$ cat src/rtl/clip_engine.sv
`default_nettype none
// +----------------------------------------------------------------------------+
// | clip_engine: multi-clip record/playback sequencer over one memory port.    |
// | Optional: CLIP_ENGINE_LOOP_EN makes playback wrap to the clip start.       |
// | Revision: 1.0                                                              |
// +----------------------------------------------------------------------------+
module clip_engine #(
    parameter int WORD_LENGTH = 16,
    parameter int NUM_CLIPS   = 4,
    parameter int ADDR_WIDTH  = 17
) (
    input  logic                                   clock_i,
    input  logic                                   reset_i,
    input  logic                                   play_command_i,
    input  logic                                   record_command_i,
    input  logic [$clog2(NUM_CLIPS)-1:0]           play_clip_select_i,
    input  logic [$clog2(NUM_CLIPS)-1:0]           record_clip_select_i,
    input  logic                                   sample_in_valid_i,
    input  logic [WORD_LENGTH-1:0]                 sample_in_i,
    input  logic                                   sample_out_req_i,
    output logic [WORD_LENGTH-1:0]                 sample_out_o,
    output logic                                   serializer_enable_o,
    output logic                                   deserializer_enable_o,
    output logic                                   mem_en_o,
    output logic                                   mem_we_o,
    output logic [$clog2(NUM_CLIPS)+ADDR_WIDTH-1:0] mem_addr_o,
    output logic [WORD_LENGTH-1:0]                 mem_wdata_o,
    input  logic [WORD_LENGTH-1:0]                 mem_rdata_i,
    output logic [1:0]                             state_o,
    output logic [3:0]                             play_clip_o,
    output logic [3:0]                             record_clip_o
);

    localparam int CLIP_WIDTH = $clog2(NUM_CLIPS);
    localparam int LEN_WIDTH  = ADDR_WIDTH + 1;

    localparam logic [1:0] S_IDLE   = 2'd0;
    localparam logic [1:0] S_RECORD = 2'd1;
    localparam logic [1:0] S_PRIME  = 2'd2;
    localparam logic [1:0] S_PLAY   = 2'd3;

    logic [1:0]             state_q, state_d;
    logic                   play_cmd_q, play_cmd_d;
    logic                   rec_cmd_q, rec_cmd_d;
    logic [CLIP_WIDTH-1:0]  play_clip_q, play_clip_d;
    logic [CLIP_WIDTH-1:0]  rec_clip_q, rec_clip_d;
    logic [ADDR_WIDTH-1:0]  wr_ptr_q, wr_ptr_d;
    logic [ADDR_WIDTH-1:0]  rd_ptr_q, rd_ptr_d;
    logic [LEN_WIDTH-1:0]   len_q [NUM_CLIPS];
    logic [LEN_WIDTH-1:0]   len_d [NUM_CLIPS];
    logic                   rd_pending_q, rd_pending_d;
    logic [WORD_LENGTH-1:0] sample_out_q, sample_out_d;

    logic                   w_play_edge;
    logic                   w_rec_edge;
    logic [LEN_WIDTH-1:0]   w_sel_len;
    logic [LEN_WIDTH-1:0]   w_play_len;
    logic [LEN_WIDTH-1:0]   w_wr_count;
    logic [LEN_WIDTH-1:0]   w_rd_next;
    logic                   w_mem_en;
    logic                   w_mem_we;
    logic [CLIP_WIDTH+ADDR_WIDTH-1:0] w_mem_addr;

    always_comb begin
        w_play_edge = play_command_i & ~play_cmd_q;
        w_rec_edge  = record_command_i & ~rec_cmd_q;
        w_sel_len   = '0;
        w_play_len  = '0;
        for (int c = 0; c < NUM_CLIPS; c++) begin
            if (play_clip_select_i == CLIP_WIDTH'(c)) w_sel_len = len_q[c];
            if (play_clip_q == CLIP_WIDTH'(c))        w_play_len = len_q[c];
        end
        // Samples written so far, counting one strobed this very cycle.
        w_wr_count = {1'b0, wr_ptr_q} + LEN_WIDTH'(sample_in_valid_i);
        w_rd_next  = {1'b0, rd_ptr_q} + LEN_WIDTH'(1);
    end

    always_comb begin
        state_d      = state_q;
        play_cmd_d   = play_command_i;
        rec_cmd_d    = record_command_i;
        play_clip_d  = play_clip_q;
        rec_clip_d   = rec_clip_q;
        wr_ptr_d     = wr_ptr_q;
        rd_ptr_d     = rd_ptr_q;
        len_d        = len_q;
        rd_pending_d = 1'b0;
        w_mem_en     = 1'b0;
        w_mem_we     = 1'b0;
        w_mem_addr   = '0;

        case (state_q)
            S_IDLE: begin
                if (w_rec_edge) begin
                    state_d    = S_RECORD;
                    wr_ptr_d   = '0;
                    rec_clip_d = record_clip_select_i;
                end else if (w_play_edge && (w_sel_len != '0)) begin
                    state_d     = S_PRIME;
                    rd_ptr_d    = '0;
                    play_clip_d = play_clip_select_i;
                end
            end
            S_RECORD: begin
                if (sample_in_valid_i) begin
                    w_mem_en   = 1'b1;
                    w_mem_we   = 1'b1;
                    w_mem_addr = {rec_clip_q, wr_ptr_q};
                    wr_ptr_d   = wr_ptr_q + ADDR_WIDTH'(1);
                end
                if (w_rec_edge || (sample_in_valid_i && (wr_ptr_q == {ADDR_WIDTH{1'b1}}))) begin
                    for (int c = 0; c < NUM_CLIPS; c++) begin
                        if (rec_clip_q == CLIP_WIDTH'(c)) len_d[c] = w_wr_count;
                    end
                    state_d = S_IDLE;
                end
            end
            S_PRIME: begin
                w_mem_en     = 1'b1;
                w_mem_addr   = {play_clip_q, {ADDR_WIDTH{1'b0}}};
                rd_pending_d = 1'b1;
                state_d      = S_PLAY;
            end
            S_PLAY: begin
                if (w_play_edge) begin
                    state_d = S_IDLE;
                end else if (sample_out_req_i) begin
                    if (w_rd_next < w_play_len) begin
                        w_mem_en     = 1'b1;
                        w_mem_addr   = {play_clip_q, w_rd_next[ADDR_WIDTH-1:0]};
                        rd_pending_d = 1'b1;
                        rd_ptr_d     = w_rd_next[ADDR_WIDTH-1:0];
                    end else begin
`ifdef CLIP_ENGINE_LOOP_EN
                        w_mem_en     = 1'b1;
                        w_mem_addr   = {play_clip_q, {ADDR_WIDTH{1'b0}}};
                        rd_pending_d = 1'b1;
                        rd_ptr_d     = '0;
`else
                        state_d = S_IDLE;
`endif
                    end
                end
            end
            default: state_d = S_IDLE;
        endcase

        // Memory returns data one cycle after the issue; capture it then.
        sample_out_d = rd_pending_q ? mem_rdata_i : sample_out_q;
    end

    always_ff @(posedge clock_i) begin
        if (reset_i) begin
            state_q      <= S_IDLE;
            play_cmd_q   <= 1'b0;
            rec_cmd_q    <= 1'b0;
            play_clip_q  <= '0;
            rec_clip_q   <= '0;
            wr_ptr_q     <= '0;
            rd_ptr_q     <= '0;
            rd_pending_q <= 1'b0;
            sample_out_q <= '0;
            for (int c = 0; c < NUM_CLIPS; c++) len_q[c] <= '0;
        end else begin
            state_q      <= state_d;
            play_cmd_q   <= play_cmd_d;
            rec_cmd_q    <= rec_cmd_d;
            play_clip_q  <= play_clip_d;
            rec_clip_q   <= rec_clip_d;
            wr_ptr_q     <= wr_ptr_d;
            rd_ptr_q     <= rd_ptr_d;
            rd_pending_q <= rd_pending_d;
            sample_out_q <= sample_out_d;
            for (int c = 0; c < NUM_CLIPS; c++) len_q[c] <= len_d[c];
        end
    end

    assign sample_out_o          = sample_out_q;
    assign serializer_enable_o   = (state_q == S_PLAY);
    assign deserializer_enable_o = (state_q == S_RECORD);
    assign mem_en_o              = w_mem_en;
    assign mem_we_o              = w_mem_we;
    assign mem_addr_o            = w_mem_addr;
    assign mem_wdata_o           = sample_in_i;
    assign state_o               = state_q;
    assign play_clip_o           = 4'(play_clip_q);
    assign record_clip_o         = 4'(rec_clip_q);

endmodule
`default_nettype wire
$ cat config.mk
export PLATFORM = sky130hd
export DESIGN_NAME = clip_engine
export DESIGN_NICKNAME = d
export VERILOG_FILES = /design/src/rtl/clip_engine.sv
export SDC_FILE = /design/constraint.sdc
export NUM_CORES = 1
export LEC_CHECK = 0
export ABC_AREA = 1
export BUFFER_PORTS_ARGS = -buffer_cell sky130_fd_sc_hd__clkbuf_2
export CAP_MARGIN = 0
export CELL_PAD_IN_SITES_DETAIL_PLACEMENT = 1
export CELL_PAD_IN_SITES_GLOBAL_PLACEMENT = 1
export CORE_MARGIN = 3
export CORE_UTILIZATION = 37
export CTS_CLUSTER_SIZE = 40
export DETAILED_ROUTE_END_ITERATION = 10
export PLACE_DENSITY_LB_ADDON = 0.1
export SLEW_MARGIN = 10
export SYNTH_ARGS = -nofsm -noshare
export SYNTH_HDL_FRONTEND = slang
export SYNTH_SLANG_ARGS = --single-unit
$ cat constraint.sdc
create_clock -name clock_i -period 2.8 [get_ports clock_i]
set_clock_uncertainty 0.2 [all_clocks]
set_input_delay 0.28 -clock clock_i [delete_from_list [all_inputs] [get_ports clock_i]]
set_output_delay 0.28 -clock clock_i [all_outputs]
set_load 0.005 [all_outputs]
### Word-level counts from Yosys, hierarchy flattened

Index checks and enable logic that the tools add are counted.

* output and inout port bits: 65
* memories kept: 0
* flip-flop bits (word level): 131
* logic and storage cells: 101
* memory bits (read-only): 0
* latch bits: 0
* memory bits (writable): 0

* divide/modulo/power cells: 0
* reduce and logical (&&, ||, !) cells: 19
* magnitude comparators: 1
* add/sub/neg operators: 3
* equal/unequal tests: 24
* muxes and demuxes: 36
* $mul: 0
* shift-type cells: 0
* bitwise gates (word level): 5

Operator list (count)
* $mux 18: 8
* $mux 17: 7
* $mux 19: 4
* $pmux 17 s2: 2
* $pmux 19 s3: 1
* $add 17x1->18: 1
* $add 17x1->18 const B: 1
* $lt 18x18->1: 1
* $reduce_and 3->1: 6
* $reduce_bool 18->1: 1
* $add 17x1->17 const B: 1
* $eq 17x17->1 const B: 1
* $eq 2x2->1 const B: 8
* $mux 2: 6
* $ne 2x2->1 const B: 6
* $eq 2x1->1 const B: 4
* $logic_not 2->1: 4
* $pmux 2 s4: 1
* $ne 3x3->1 const B: 2
* $reduce_and 6->1: 1
* $mux 1: 5
* $ne 2x1->1 const B: 2
* $reduce_and 4->1: 1
* $reduce_bool 2->1: 2
* other kinds (8): 12

### Logic depth before layout (Yosys ltp)

* word-level depth: 10
* gate-level depth with buffers: 21

### Worst setup path after synthesis

No wires, ideal clock.

* path type: register to output
* from: register play_clip_q[0]
* to: output port mem_addr_o[0]
* stages on the path, launching flop included: 16
* arrival: 2555 ps
* slack: -235 ps
* path buffers: 3
* required time: 2320 ps
* cell sequence: dfxtp_1 buf_4 nor2_2 inv_1 buf_1 o221ai_1 a21oi_1 ha_1 a21oi_1 o21ai_0 nand2_1 nand2_1 nor2_1 nand4_2 buf_2 o22ai_1

* longest elaborated chain between the ends: 10
* elaborated cells between the ends (all ways): 13
* classes of those cells: order compare (1); eq/ne (3); mux (8); reduce/logical (1)

RTL lines
* start: declaration: RTL line 45 `logic [CLIP_WIDTH-1:0] play_clip_q, play_clip_d;`
* start signal: assignment: RTL line 168 `play_clip_q <= play_clip_d;`
* $logic_not 2->1: RTL line 71 `if (play_clip_q == CLIP_WIDTH'(c)) w_play_len = len_q[c];`
* $mux 18 (3 in series): RTL line 71
* $mux 18 (*): RTL line 71
* $lt 18x18->1 (*): RTL line 128 `if (w_rd_next < w_play_len) begin`
* $mux 19 (*): RTL line 128
* $mux 19 (*): RTL line 127 `end else if (sample_out_req_i) begin`
* $mux 19 (*): RTL line 125 `if (w_play_edge) begin`
* $pmux 19 s3 (*): RTL line 92 `case (state_q)`
* end: declaration: RTL line 26 `output logic [$clog2(NUM_CLIPS)+ADDR_WIDTH-1:0] mem_addr_o,`

Mark *: on every way between the ends. The rest lies on a longest branch, timed or not.

### Worst setup path in the final report

* from: register rd_ptr_q[1]
* to: output port mem_en_o

* longest elaborated chain between the ends: 6

RTL lines
* start: declaration: RTL line 48 `logic [ADDR_WIDTH-1:0] rd_ptr_q, rd_ptr_d;`
* start signal: assignment: RTL line 171 `rd_ptr_q <= rd_ptr_d;`
* $add 17x1->18: RTL line 75 `w_rd_next = {1'b0, rd_ptr_q} + LEN_WIDTH'(1);`
* $lt 18x18->1: RTL line 128
* $mux 1: RTL line 128
* $mux 1: RTL line 127
* $mux 1: RTL line 125
* $pmux 1 s3: RTL line 92
* end: declaration: RTL line 24 `output logic mem_en_o,`

No other way between the ends.

==> run metrics <==
outcome=complete, but fails checks; failing checks=setup timing; cell taking the most area after synthesis=dfxtp_1; Worst Hold Class=input pin to flip-flop; CP Launch Point=rd_ptr_q[1]; Mean Syn Cell Area=6.741 µm²; global-route usage over all layers=around 26%; Leakage=roughly 0.0047 µW; P_int=about 5000 µW; sequential area share after synthesis=35.92%; ANT cells=0; Worst-path clk slew=about 0.06 ns; DRC=0; VDD IR max=approximately 0.00057 V; RSZ-0062 raised after global routing=true; FFs w/ async S/R, synth=0%; post-route setup slack=-0.8468 ns; maxcap violations=0; vias per inst=5.221; crit path cell chain=inv_4 -> nor2_4 -> nand3_2 -> nor2_4 -> inv_2 -> xor2_1 -> inv_1 -> ha_1 -> a21oi_1 -> nor2_1 -> nor2_2 -> a21oi_2 -> nor2_2 -> nand4_4 -> nand2_4 -> inv_4 -> o21ai_4 -> buf_2; fmax=roughly 270 MHz; Pins Over Slew Limit=0; CP max-delay cell=dfxtp_4; CP Launch Type=flip-flop; placed cells=about 1500; worst r2r src=rd_ptr_q[12]; CP max FO=3; DIE HEIGHT=approximately 150 µm; die area=~21000 µm²; Synth top area share=a little over a third; Nets=between 1000 and 1500; Primary FF master, synth=dfxtp_1; drt wl/cell=19.07 µm; Max Root-Sink Buffers=2; most frequent cells after synthesis=inv_1 (155), nand2_1 (147), nor2_1 (145); CTS HTree Levels=4; synth warn=0; critical path endpoint=mem_en_o; GR Overflow Total=0; IO buf count=70; Worst Path Arrival=around 3.2 ns; vias=approximately 8000; area of the multi-input gates=roughly 4200 µm²; RD Place Congestion=about 0.85; PwrDens=between 700 and 800 nW/µm²; row cnt=50; critical path endpoint category=primary output; post-detail-place hpwl=approximately 21 mm; share of cells above drive strength 1=29.91%; fillers=between 2000 and 2500; Setup violations, final=40; drt pass-1 iters=4; vias in the first global route=~8000; Worst-Skew Late Latency=0.43 ns; CTS tree=done; worst path required time=around 2.3 ns; cell area after synthesis=around 7300 µm²; reg2reg path depth=19; worst r2r dst=rd_ptr_q[2]; Slew HR=53.50%; Clk pwr share=between 30% and 40%; crit path time final=around 3.6 ns; largest net degree at the start of global routing=34; CTS Buf Count=17; fraction of power consumed by sequential logic=between 20 and 30%; switching power=~2900 µW; initial drt markers=about 430; Synth Instances=roughly 1100; cell area after layout=approximately 10000 µm²; Synth area leaders=dfxtp_1 (36%), a21oi_1 (8.6%), inv_1 (8.0%), nand2_1 (7.6%), nor2_1 (7.5%); most frequent cell after synthesis=inv_1; Root Buffer=clkbuf_16; Post-synth EDFFs=0; initial antenna violation count=0; Yosys cell types=39; Hold WS=roughly 0.053 ns; Initial Util=38.39%; DRT antenna net count=0; final wirelength=a little under 30 mm; total power=7896 µW; core box area=approximately 19000 µm²; placed cell areas=between 8000 and 9000 µm²; R2R setup slack=-0.49 ns; CP peak stage delay=between 0.3 and 0.4 ns; register bit total from synthesis=~130; Logic pwr share=roughly two fifths; Final Hold Fails=0; pre-CTS WS=-0.4275 ns; clock sinks=~130; WS Path Type=flip-flop to primary output; die width=between 100 and 150 µm; first-pass GRT wire length=43.84 mm; Cell Count, Final, Fillers Out=roughly 1500; Reg area=around 2700 µm²; IO Count=107; switch share=a little under two fifths; worst-margin pin slew=0.6951 ns; fin crit share=130.2%; area grow syn2layout=39.93%
per-stage QoR:
stage	util (%)	setup TNS, ns
2_1_floorplan	-	-0.1430
3_3_place_gp	45.41	-12.47
3_5_place_dp	45.41	-13.03
4_1_cts	50.82	-20.71
5_1_grt	53.72	-32.20
6_report	53.72	-24.15
cells in the final DEF (no fill, tap or decap), types with 5 or more instances in the layout:
cell type	count
inv_1	149
nand2_1	134
nor2_1	134
buf_4	128
a21oi_1	113
dfxtp_1	111
clkbuf_2	58
o21ai_1	57
o21ai_0	55
nand3_1	32
xor2_1	23
o22ai_1	20
dlygate4sd3_1	20
clkbuf_16	18
inv_2	17
ha_1	15
nor2_2	13
nand4_1	13
buf_2	13
o22ai_2	12
a21oi_2	12
dfxtp_2	12
nand2_2	11
nor3_4	9
dfxtp_4	8
ha_4	7
nand3_2	6
inv_4	6
nor2_4	6
nand2_4	5
clkinv_4	5
power by group through the flow:
stage	Sequential [µW]	Clock (µW)	Combinational (µW)
2_1_floorplan	2290	0	1470
3_3_place_gp	2290	0	2480
3_5_place_dp	2300	0	2530
4_1_cts	2270	2510	2740
5_1_grt	2310	2600	3400
6_report	2290	2490	3120
cells by family (layout without fill, tap and decap cells):
| logic type | count (synthesis) | after routing | synth area share [%] |
|---|---|---|---|
| adders and majority gates | 22 | 22 | 3.770 |
| xor gates and xnor gates | 24 | 24 | 2.879 |
| buffers and inverters | 235 | 436 | 13.47 |
| DFF | 131 | 131 | 35.92 |
| AOI/OAI and AO/OA | 292 | 292 | 21.27 |
| other | 1 | 4 | 0.05136 |
| and+or+nand+nor | 378 | 378 | 22.64 |
metal layers:
| metal | vias to the layer above | GRT usage [%] | share of wire (%) |
|---|---|---|---|
| li1 | 3898 | - | - |
| met1 | 3942 | 35.01 | 45 |
| met2 | 195 | 43.53 | 48 |
| met3 | 42 | 3.849 | 4.1 |
| met4 | 0 | 6.867 | 2.1 |
| met5 | - | 0 | 0 |
final cells by class:
type	count	share of cell area, %
Tap cell	260	3.184
Timing Repair inverter	3	0.1837
Clock buffer	21	4.605
Inverter	173	6.626
Sequential cell	131	26.11
Timing Repair Buffer	228	16.31
Clock inverter	11	1.690
Multi-Input combinational cell	720	41.29
how the worst min path moves through the flow:
stage | slack, ns | end | startpoint | depth (start not counted)
2_1_floorplan | 0.19 | rec_cmd_q | record_command_i | 2
3_3_place_gp | 0.26 | len_q[24] | len_q[24] | 2
3_5_place_dp | 0.26 | len_q[2] | len_q[2] | 2
4_1_cts | 0.04 | play_clip_q[1] | play_clip_select_i[1] | 3
5_1_grt | 0.11 | play_clip_q[1] | play_clip_select_i[1] | 3
6_report | 0.05 | play_clip_q[1] | play_clip_select_i[1] | 3
registers in the layout, indices dropped and copies added, names as in the netlist:
signal	cells
play_cmd_q	1
rd_ptr_q	17
wr_ptr_q	17
rec_cmd_q	1
play_clip_q	2
rd_pending_q	1
state_o	2
sample_out_o	16
rec_clip_q	2
len_q	72
critical path: cells and delay by family (launching register included):
family / cells / cell delay, ns
simple gates: 8 / 1.02
buf+inv: 5 / 0.43
flops: 1 / 0.37
compound gates: 3 / 0.37
fa+ha+maj: 1 / 0.32
xor+xnor: 1 / 0.21
what timing repair did:
action                                  4_1_cts  5_1_grt
gates cloned                                  0        5
resized for setup                            35      126
endpoints found under the setup margin       54      104
hold buffers                                 20        0
pin swaps                                     6       35
hold endpoints to repair                     20        0
setup buffers                                 5       17
Power figures use the tool's default switching activity.
